`src/rtl/seg7_scan_driver.sv`:
```
// Multiplexed 7-segment scan driver with shadow/active digit banks and frame-aligned commit.
// Latency: seg_n/an_n registered and aligned to the slot position; commit_ack is combinational in the boundary cycle.
// Backpressure: none; writes always accepted, commits wait for the next frame boundary. Option: SEG7_LEADING_ZERO_BLANK_EN.
module seg7_scan_driver #(
    parameter int NUM_DIGITS  = 8,
    parameter int REFRESH_DIV = 16
) (
    input  logic                  slow_clk,
    input  logic                  reset_n,
    input  logic                  wr_en,
    input  logic [2:0]            wr_addr,
    input  logic [3:0]            wr_data,
    input  logic                  wr_dp,
    input  logic                  wr_on,
    input  logic                  commit_req,
    output logic [7:0]            seg_n,
    output logic [NUM_DIGITS-1:0] an_n,
    output logic                  commit_ack,
    output logic                  frame_start
);

    localparam int IW = $clog2(NUM_DIGITS);
    localparam int DW = $clog2(REFRESH_DIV);

    typedef struct packed {
        logic       on;
        logic       dp;
        logic [3:0] val;
    } digit_t;

    digit_t          shadow_q   [NUM_DIGITS];
    digit_t          active_q   [NUM_DIGITS];
    digit_t          active_nxt [NUM_DIGITS];
    logic [DW-1:0]   div_q, div_nxt;
    logic [IW-1:0]   idx_q, idx_nxt;
    logic            run_q;
    logic            pending_q;
    logic            boundary;
    logic            commit_go;
    logic            wr_hit;
    logic [NUM_DIGITS-1:0] show;
    digit_t          cur;
    logic [7:0]      seg_nxt;
    logic [NUM_DIGITS-1:0] an_nxt;

    function automatic logic [6:0] font7(input logic [3:0] v);
        case (v)
            4'h0: font7 = 7'h40;
            4'h1: font7 = 7'h79;
            4'h2: font7 = 7'h24;
            4'h3: font7 = 7'h30;
            4'h4: font7 = 7'h19;
            4'h5: font7 = 7'h12;
            4'h6: font7 = 7'h02;
            4'h7: font7 = 7'h78;
            4'h8: font7 = 7'h00;
            4'h9: font7 = 7'h10;
            4'hA: font7 = 7'h08;
            4'hB: font7 = 7'h03;
            4'hC: font7 = 7'h46;
            4'hD: font7 = 7'h21;
            4'hE: font7 = 7'h06;
            default: font7 = 7'h0E;
        endcase
    endfunction

    assign boundary   = run_q && (div_q == '0) && (idx_q == '0);
    assign commit_go  = boundary && (pending_q || commit_req);
    assign commit_ack = commit_go;
    assign wr_hit     = wr_en && ({29'd0, wr_addr} < 32'(NUM_DIGITS));

    // Counters sit at slot 0 of digit 0 for the first running cycle, so that cycle is a frame start.
    always_comb begin
        div_nxt = div_q;
        idx_nxt = idx_q;
        if (!run_q) begin
            div_nxt = '0;
            idx_nxt = '0;
        end else if (div_q == DW'(REFRESH_DIV - 1)) begin
            div_nxt = '0;
            idx_nxt = (idx_q == IW'(NUM_DIGITS - 1)) ? '0 : idx_q + IW'(1);
        end else begin
            div_nxt = div_q + DW'(1);
        end
    end

    always_comb begin
        for (int i = 0; i < NUM_DIGITS; i++) begin
            active_nxt[i] = commit_go ? shadow_q[i] : active_q[i];
        end
    end

`ifdef SEG7_LEADING_ZERO_BLANK_EN
    // Scan from the most significant digit; zeros stay hidden until an enabled nonzero digit is seen.
    always_comb begin
        logic seen;
        seen = 1'b0;
        show = '0;
        for (int i = NUM_DIGITS - 1; i >= 0; i--) begin
            show[i] = active_nxt[i].on && ((i == 0) || seen || (active_nxt[i].val != 4'd0));
            if (active_nxt[i].on && (active_nxt[i].val != 4'd0)) begin
                seen = 1'b1;
            end
        end
    end
`else
    always_comb begin
        show = '0;
        for (int i = 0; i < NUM_DIGITS; i++) begin
            show[i] = active_nxt[i].on;
        end
    end
`endif

    // Outputs are decoded from next-state values so the registered pins line up with the slot counters.
    always_comb begin
        cur     = active_nxt[idx_nxt];
        seg_nxt = show[idx_nxt] ? {~cur.dp, font7(cur.val)} : 8'hFF;
        an_nxt  = '1;
        if ((div_nxt != '0) && show[idx_nxt]) begin
            an_nxt[idx_nxt] = 1'b0;
        end
    end

    always_ff @(posedge slow_clk or negedge reset_n) begin
        if (!reset_n) begin
            run_q       <= 1'b0;
            div_q       <= '0;
            idx_q       <= '0;
            pending_q   <= 1'b0;
            seg_n       <= 8'hFF;
            an_n        <= '1;
            frame_start <= 1'b0;
            for (int i = 0; i < NUM_DIGITS; i++) begin
                shadow_q[i] <= '0;
                active_q[i] <= '0;
            end
        end else begin
            run_q       <= 1'b1;
            div_q       <= div_nxt;
            idx_q       <= idx_nxt;
            seg_n       <= seg_nxt;
            an_n        <= an_nxt;
            frame_start <= (div_nxt == '0) && (idx_nxt == '0);
            if (commit_go) begin
                pending_q <= 1'b0;
            end else if (commit_req) begin
                pending_q <= 1'b1;
            end
            for (int i = 0; i < NUM_DIGITS; i++) begin
                active_q[i] <= active_nxt[i];
            end
            if (wr_hit) begin
                shadow_q[wr_addr[IW-1:0]] <= {wr_on, wr_dp, wr_data};
            end
        end
    end

endmodule
```
`config.mk`:
```
export PLATFORM = sky130hd
export DESIGN_NAME = seg7_scan_driver
export DESIGN_NICKNAME = d
export VERILOG_FILES = /design/src/rtl/seg7_scan_driver.sv
export SDC_FILE = /design/constraint.sdc
export NUM_CORES = 1
export LEC_CHECK = 0
export CORE_MARGIN = 2
export CORE_UTILIZATION = 40
export CTS_BUF_LIST = sky130_fd_sc_hd__clkbuf_8
export DETAILED_ROUTE_END_ITERATION = 7
export PLACE_DENSITY = 0.53
export SETUP_SLACK_MARGIN = 0.3
export SYNTH_ARGS = -nofsm -noshare
export SYNTH_HDL_FRONTEND = slang
export SYNTH_SLANG_ARGS = --single-unit
export TNS_END_PERCENT = 50
```
`constraint.sdc`:
```
create_clock -name slow_clk -period 5.14 [get_ports slow_clk]
set_input_delay 1.542 -clock slow_clk [delete_from_list [all_inputs] [get_ports slow_clk]]
set_output_delay 1.542 -clock slow_clk [all_outputs]
set_load 0.1 [all_outputs]
```
**After elaboration in Yosys (flattened, before gate mapping)**

Memory sizes are Yosys's and may differ from the RTL's.
Index checks and enable logic that the tools add are counted.

- Divide/modulo/power cells: 0
- $add $sub $neg: 2
- $lt $le $gt $ge: 5
- Multiply operators: 0
- Equal/unequal tests: 2
- Muxes and demuxes: 27
- Shift operators: 0
- Bitwise gates (word level): 4
- Reductions and logical operators: 14

Operators with widths:

| kind | count |
|---|---|
| two-way mux 6 bit | 9 |
| bitwise mux 48 bit | 1 |
| binary-select mux 6 bit (select 3 bit) | 1 |
| demux 6 bit (select 3 bit) | 1 |
| two-way mux 8 bit | 2 |
| two-way mux 5 bit | 2 |
| two-way mux 3 bit | 3 |
| >= comparator 4 bit, second input constant | 2 |
| zero test 4 bit | 2 |
| two-way mux 4 bit | 2 |
| NOT 3 -> 4 bit | 2 |
| NOT 8 bit | 1 |
| logical AND 1 bit | 7 |
| zero test 3 bit | 2 |
| adder 4 x 1 -> 4 bit, second input constant | 1 |
| == test 4 bit, second input constant | 1 |
| < comparator 3 x 4 -> 1 bit, second input constant | 1 |
| < comparator 4 x 1 -> 1 bit, second input constant | 1 |
| two-way mux 1 bit | 4 |
| nonzero test 4 bit | 1 |
| adder 3 x 1 -> 3 bit, second input constant | 1 |
| binary-select mux 1 bit (select 3 bit) | 1 |
| demux 1 bit (select 3 bit) | 1 |
| == test 3 bit, second input constant | 1 |
| other kinds (4) | 4 |

- Output and inout port bits: 18
- ROM bits: 112
- RAM bits: 0
- Logic and storage cells: 110
- Memories kept: 1
- Input bits: 13
- Bits in registers: 122
- Latch bits: 0

Memories:

| memory | depth | bits a word | read ports | clocked after Yosys merged registers in | write ports | line | source |
|---|---|---|---|---|---|---|---|
| (name not given) | 16 | 7 | 1 | 0 | 0 | 47 | `case (v)` |

**Depth between registers and ports, before layout**

- Depth after elaboration: 10
- Gate-level depth with buffers: 17
- Mapped depth without buffers: 14

**Worst setup path after synthesis**

OpenSTA, ideal clock, no wires.

- Path kind: input to register
- From: input port commit_req
- To: register seg_n[0]
- Stages: 13
- Buffers on the path: 4
- Setup time: 0.083 ns
- Data arrival time: 4.085 ns
- Required time: 5.057 ns
- Slack: 0.972 ns
- Cell sequence: nor2_1 > nor4_4 > buf_6 > buf_6 > buf_6 > buf_6 > mux2_1 > a22oi_1 > nand4_1 > ha_1 > or3b_1 > o21ai_1 > o21ai_1

RTL lines:

| element | line | source |
|---|---|---|
| start, declared | 15 | `input logic commit_req,` |
| end signal, assigned | 142 | `seg_n <= seg_nxt;` |
| end, declared | 16 | `output logic [7:0] seg_n,` |

**Worst setup path in the final report**

- From: input port commit_req
- To: output port commit_ack

- Word-level cells in the longest chain between the ends: 2

Ends and longest elaborated chain:

| element | line | source |
|---|---|---|
| logical OR 1 bit | 68 | `assign commit_go = boundary && (pending_q \|\| commit_req);` |
| logical AND 1 bit | 68 |  |
| end, declared | 18 | `output logic commit_ack,` |

Every way passes these cells.

==> results.py <==
metrics = {
    "worst_setup_path": {
        "cp-start-kind": "primary input",
        "cp_data_arrival_time_ns": 2.83,
        "cp_slowest_stage_delay_ns": 0.45,
        "path_max_fanout": 49,
        "endpoint_kind": "primary output",
        "crit_path_top_delay_cell": "clkdlybuf4s50_1",
        "path_class": "primary input to primary output",
        "crit_top_cell": "buf_12",
        "cp.required_ns": 3.60,
        "critical_path.cell_chain": "clkdlybuf4s50_1 -> nor2_1 -> nor4_4 -> buf_12 -> buf_12",
    },
    "die": {
        "fp.dieH_um": 120,
        "die_area_um2": 14400,
        "die_w_um": 120,
        "core_area_um2": 13200,
        "boundaryPins": 31,
        "placementRows": 42,
        "start_util_pct": 40.8,
    },
    "drt": {
        "antenna_left": 0,
        "wl_um": 11500,
        "viasPerCell": 5.16,
        "drc_errors": 0,
        "dr.pass1.iters": 4,
        "vias": 3135,
        "wl_per_cell_um": 19.0,
        "drt-initial-drc-count": 146,
    },
    "yosys": {
        "yosysTopAreaCell": "dfrtp_1",
        "synth_fp_nets": 404,
        "ys_warn_count": 0,
        "synth-edff-count": 0,
        "yosysSeqAreaShare_pct": 57.1,
        "synthCells": 380,
        "yosysUniqueCellTypes": 55,
        "syn_avg_cell_area_um2": 14.2,
        "synth_top_cell_area_share_pct": 49.3,
        "synth_area_um2": 5380,
        "yosys_most_used_dff": "dfrtp_1",
        "ys_seq_elements": 122,
        "async_flop_share_pct": 100,
        "synth.area.top_cells": "dfrtp_1 (49%), mux2_2 (18%), dfstp_2 (7.8%)",
    },
    "clock_network": {
        "cts.clk_slew.worst_paths_ns": 0.06,
        "cts_buffers": 17,
        "cts_resized": 0,
        "post_cts_buffers": 0,
        "cts_hold_buf": 0,
        "cts_tree": "done",
        "clk_latency_ns": 0.44,
        "clock_sinks": 122,
        "root_buffer": "clkbuf_8",
        "htreeDepth": 4,
        "clockBufferDepth": 2,
    },
    "power_and_ir_drop": {
        "p_total_mw": 3.19,
        "seqPwrFrac_pct": 42.6,
        "power_switching_mw": 0.994,
        "ir_drop_v": 0.000290,
        "p_clk_share_pct": 29.2,
        "p_per_area_nw_per_um2": 508,
        "leakage_nw": 2.64,
        "pwr-share-comb_pct": 28.3,
        "p_sw_share_pct": 31.1,
        "intPower_mw": 2.20,
    },
    "timing": {
        "fin_setup_tns_ns": 0,
        "clock.fmax_mhz": 229,
        "slew_headroom_pct": 34.9,
        "finClkSkew_ns": 0.0132,
        "tightest_slew_ns": 0.974,
        "hold_violations": 0,
        "setup_viol": 0,
        "finalMaxSlewViolations": 0,
        "fin_crit_ns": 4.37,
        "rsz0062_at_grt": "false",
        "fin_crit_sh_pct": 85.0,
        "fin_ws_ns": 0.770,
    },
    "finish": {
        "n_antenna_cell": 0,
        "layout_commonest_cell": "dfrtp_1",
        "nets": 443,
        "drive_above_1_share_pct": 35.6,
        "final_cell_mix": "dfrtp_1 (106), mux2_2 (85), clkdlybuf4s50_1 (28)",
        "syn2layout_area_growth_pct": 16.8,
    },
    "place": {
        "place.gp.congestion": 0.742,
        "dp_hpwl_um": 7510,
        "place_ws_ns": 0.669,
        "portBuffers": 30,
    },
    "flow_run": {
        "maxCapViolations": 0,
    },
    "min_path": {
        "holdCritPathClass": "flop to flop",
    },
    "global_route": {
        "first_global_vias": 3264,
        "grtUsageTotal_pct": 17.7,
        "grt_max_degree": 61,
        "antenna_found_initial": 0,
        "grt_pass1_wl_um": 18700,
        "grt_overflow": 0,
    },
    "run_status": {
        "status": "completed",
    },
}
## synth_stat cells, types with 2 or more instances
cell      instances
a21oi_1           3
a22oi_1          12
and2_1            4
and4_1            2
buf_2             3
buf_6             6
clkbuf_1          4
dfrtp_1         106
dfstp_2          16
ha_1             11
inv_1             9
inv_2             2
mux2_1           14
mux2_2           85
mux2_4            2
mux2i_1           6
nand2_1          14
nand2b_1          4
nand3_1           2
nand3b_1          4
nand4_1           4
nand4b_1          3
nor2_1           10
nor2_2            2
nor2b_1           2
nor3_1            4
nor3b_1           2
o211ai_1          5
o21ai_0           2
o21ai_1           4
o32a_1            6
or2_1             3
or3b_1            2
## critical path, delay by kind of cell
kind,cells,cell delay (ns)
buffers and inverters,3,0.98
and+or+nand+nor,2,0.25
## registers in the layout, summed over array words and instances (netlist names)
signal,cells
pending_q,1
active_q,48
shadow_q,48
idx_q,3
div_q,4
run_q,1
frame_start,1
an_n,8
seg_n,8
## path summary, 6_finish.rpt
path	from	to	slack, ns	cells past startpoint
max in group asynchronous	reset_n	active_q[44]	2.99	2
min in group asynchronous	reset_n	shadow_q[38]	1.20	1
setup / recovery	commit_req	commit_ack	0.77	5
hold reg to reg	active_q[34]	active_q[34]	0.48	1
hold / removal	active_q[34]	active_q[34]	0.48	1
setup reg to reg	idx_q[1]	seg_n[0]	1.77	12
## final cells by class
cell class / count / area (um2)
Fill cell: 1193 / 6910
Sequential cell: 122 / 3070
Multi-Input combinational cell: 231 / 2140
Timing Repair Buffer: 35 / 358
Clock buffer: 21 / 289
Tap cell: 176 / 220
Clock inverter: 11 / 151
Inverter: 12 / 50.0
## cell families after synthesis
logic type,synth area share [%]
AOI/OAI and AO/OA,5.58
xor gates and xnor gates,0.163
buffers and inverters,3.26
adders and majority gates,2.56
DFF,57.1
other,0.0697
and+or+nand+nor,8.19
muxes,23.1
## per-stage QoR
step | hold slack [ns] | utilization (%) | instances | area [um2]
after floorplan | 0.447 | - | 380 | 5380
after global placement | 0.461 | 44.3 | 576 | 5840
after detailed placement | 0.471 | 44.3 | 576 | 5840
after global routing | 0.502 | 47.6 | 608 | 6280
after CTS | 0.487 | 47.6 | 608 | 6280
final | 0.484 | 47.6 | 608 | 6280
## power groups by stage
stage | registers, mW | logic, mW | clock network (mW)
2_1_floorplan | 1.57 | 0.510 | 0
3_3_place_gp | 1.37 | 0.904 | 0
3_5_place_dp | 1.38 | 0.909 | 0
4_1_cts | 1.36 | 0.912 | 0.955
5_1_grt | 1.39 | 0.975 | 1.00
6_report | 1.36 | 0.902 | 0.932
## layer usage
| metal | GRT usage, % | up-vias | part of all wire, % |
|---|---|---|---|
| met5 | 0 | - | 0 |
| met4 | 5.29 | 0 | 1.0 |
| met3 | 5.32 | 10 | 4.2 |
| met2 | 27.0 | 56 | 47 |
| met1 | 24.3 | 1607 | 48 |
| li1 | - | 1462 | - |
Power figures use the tool's default switching activity.
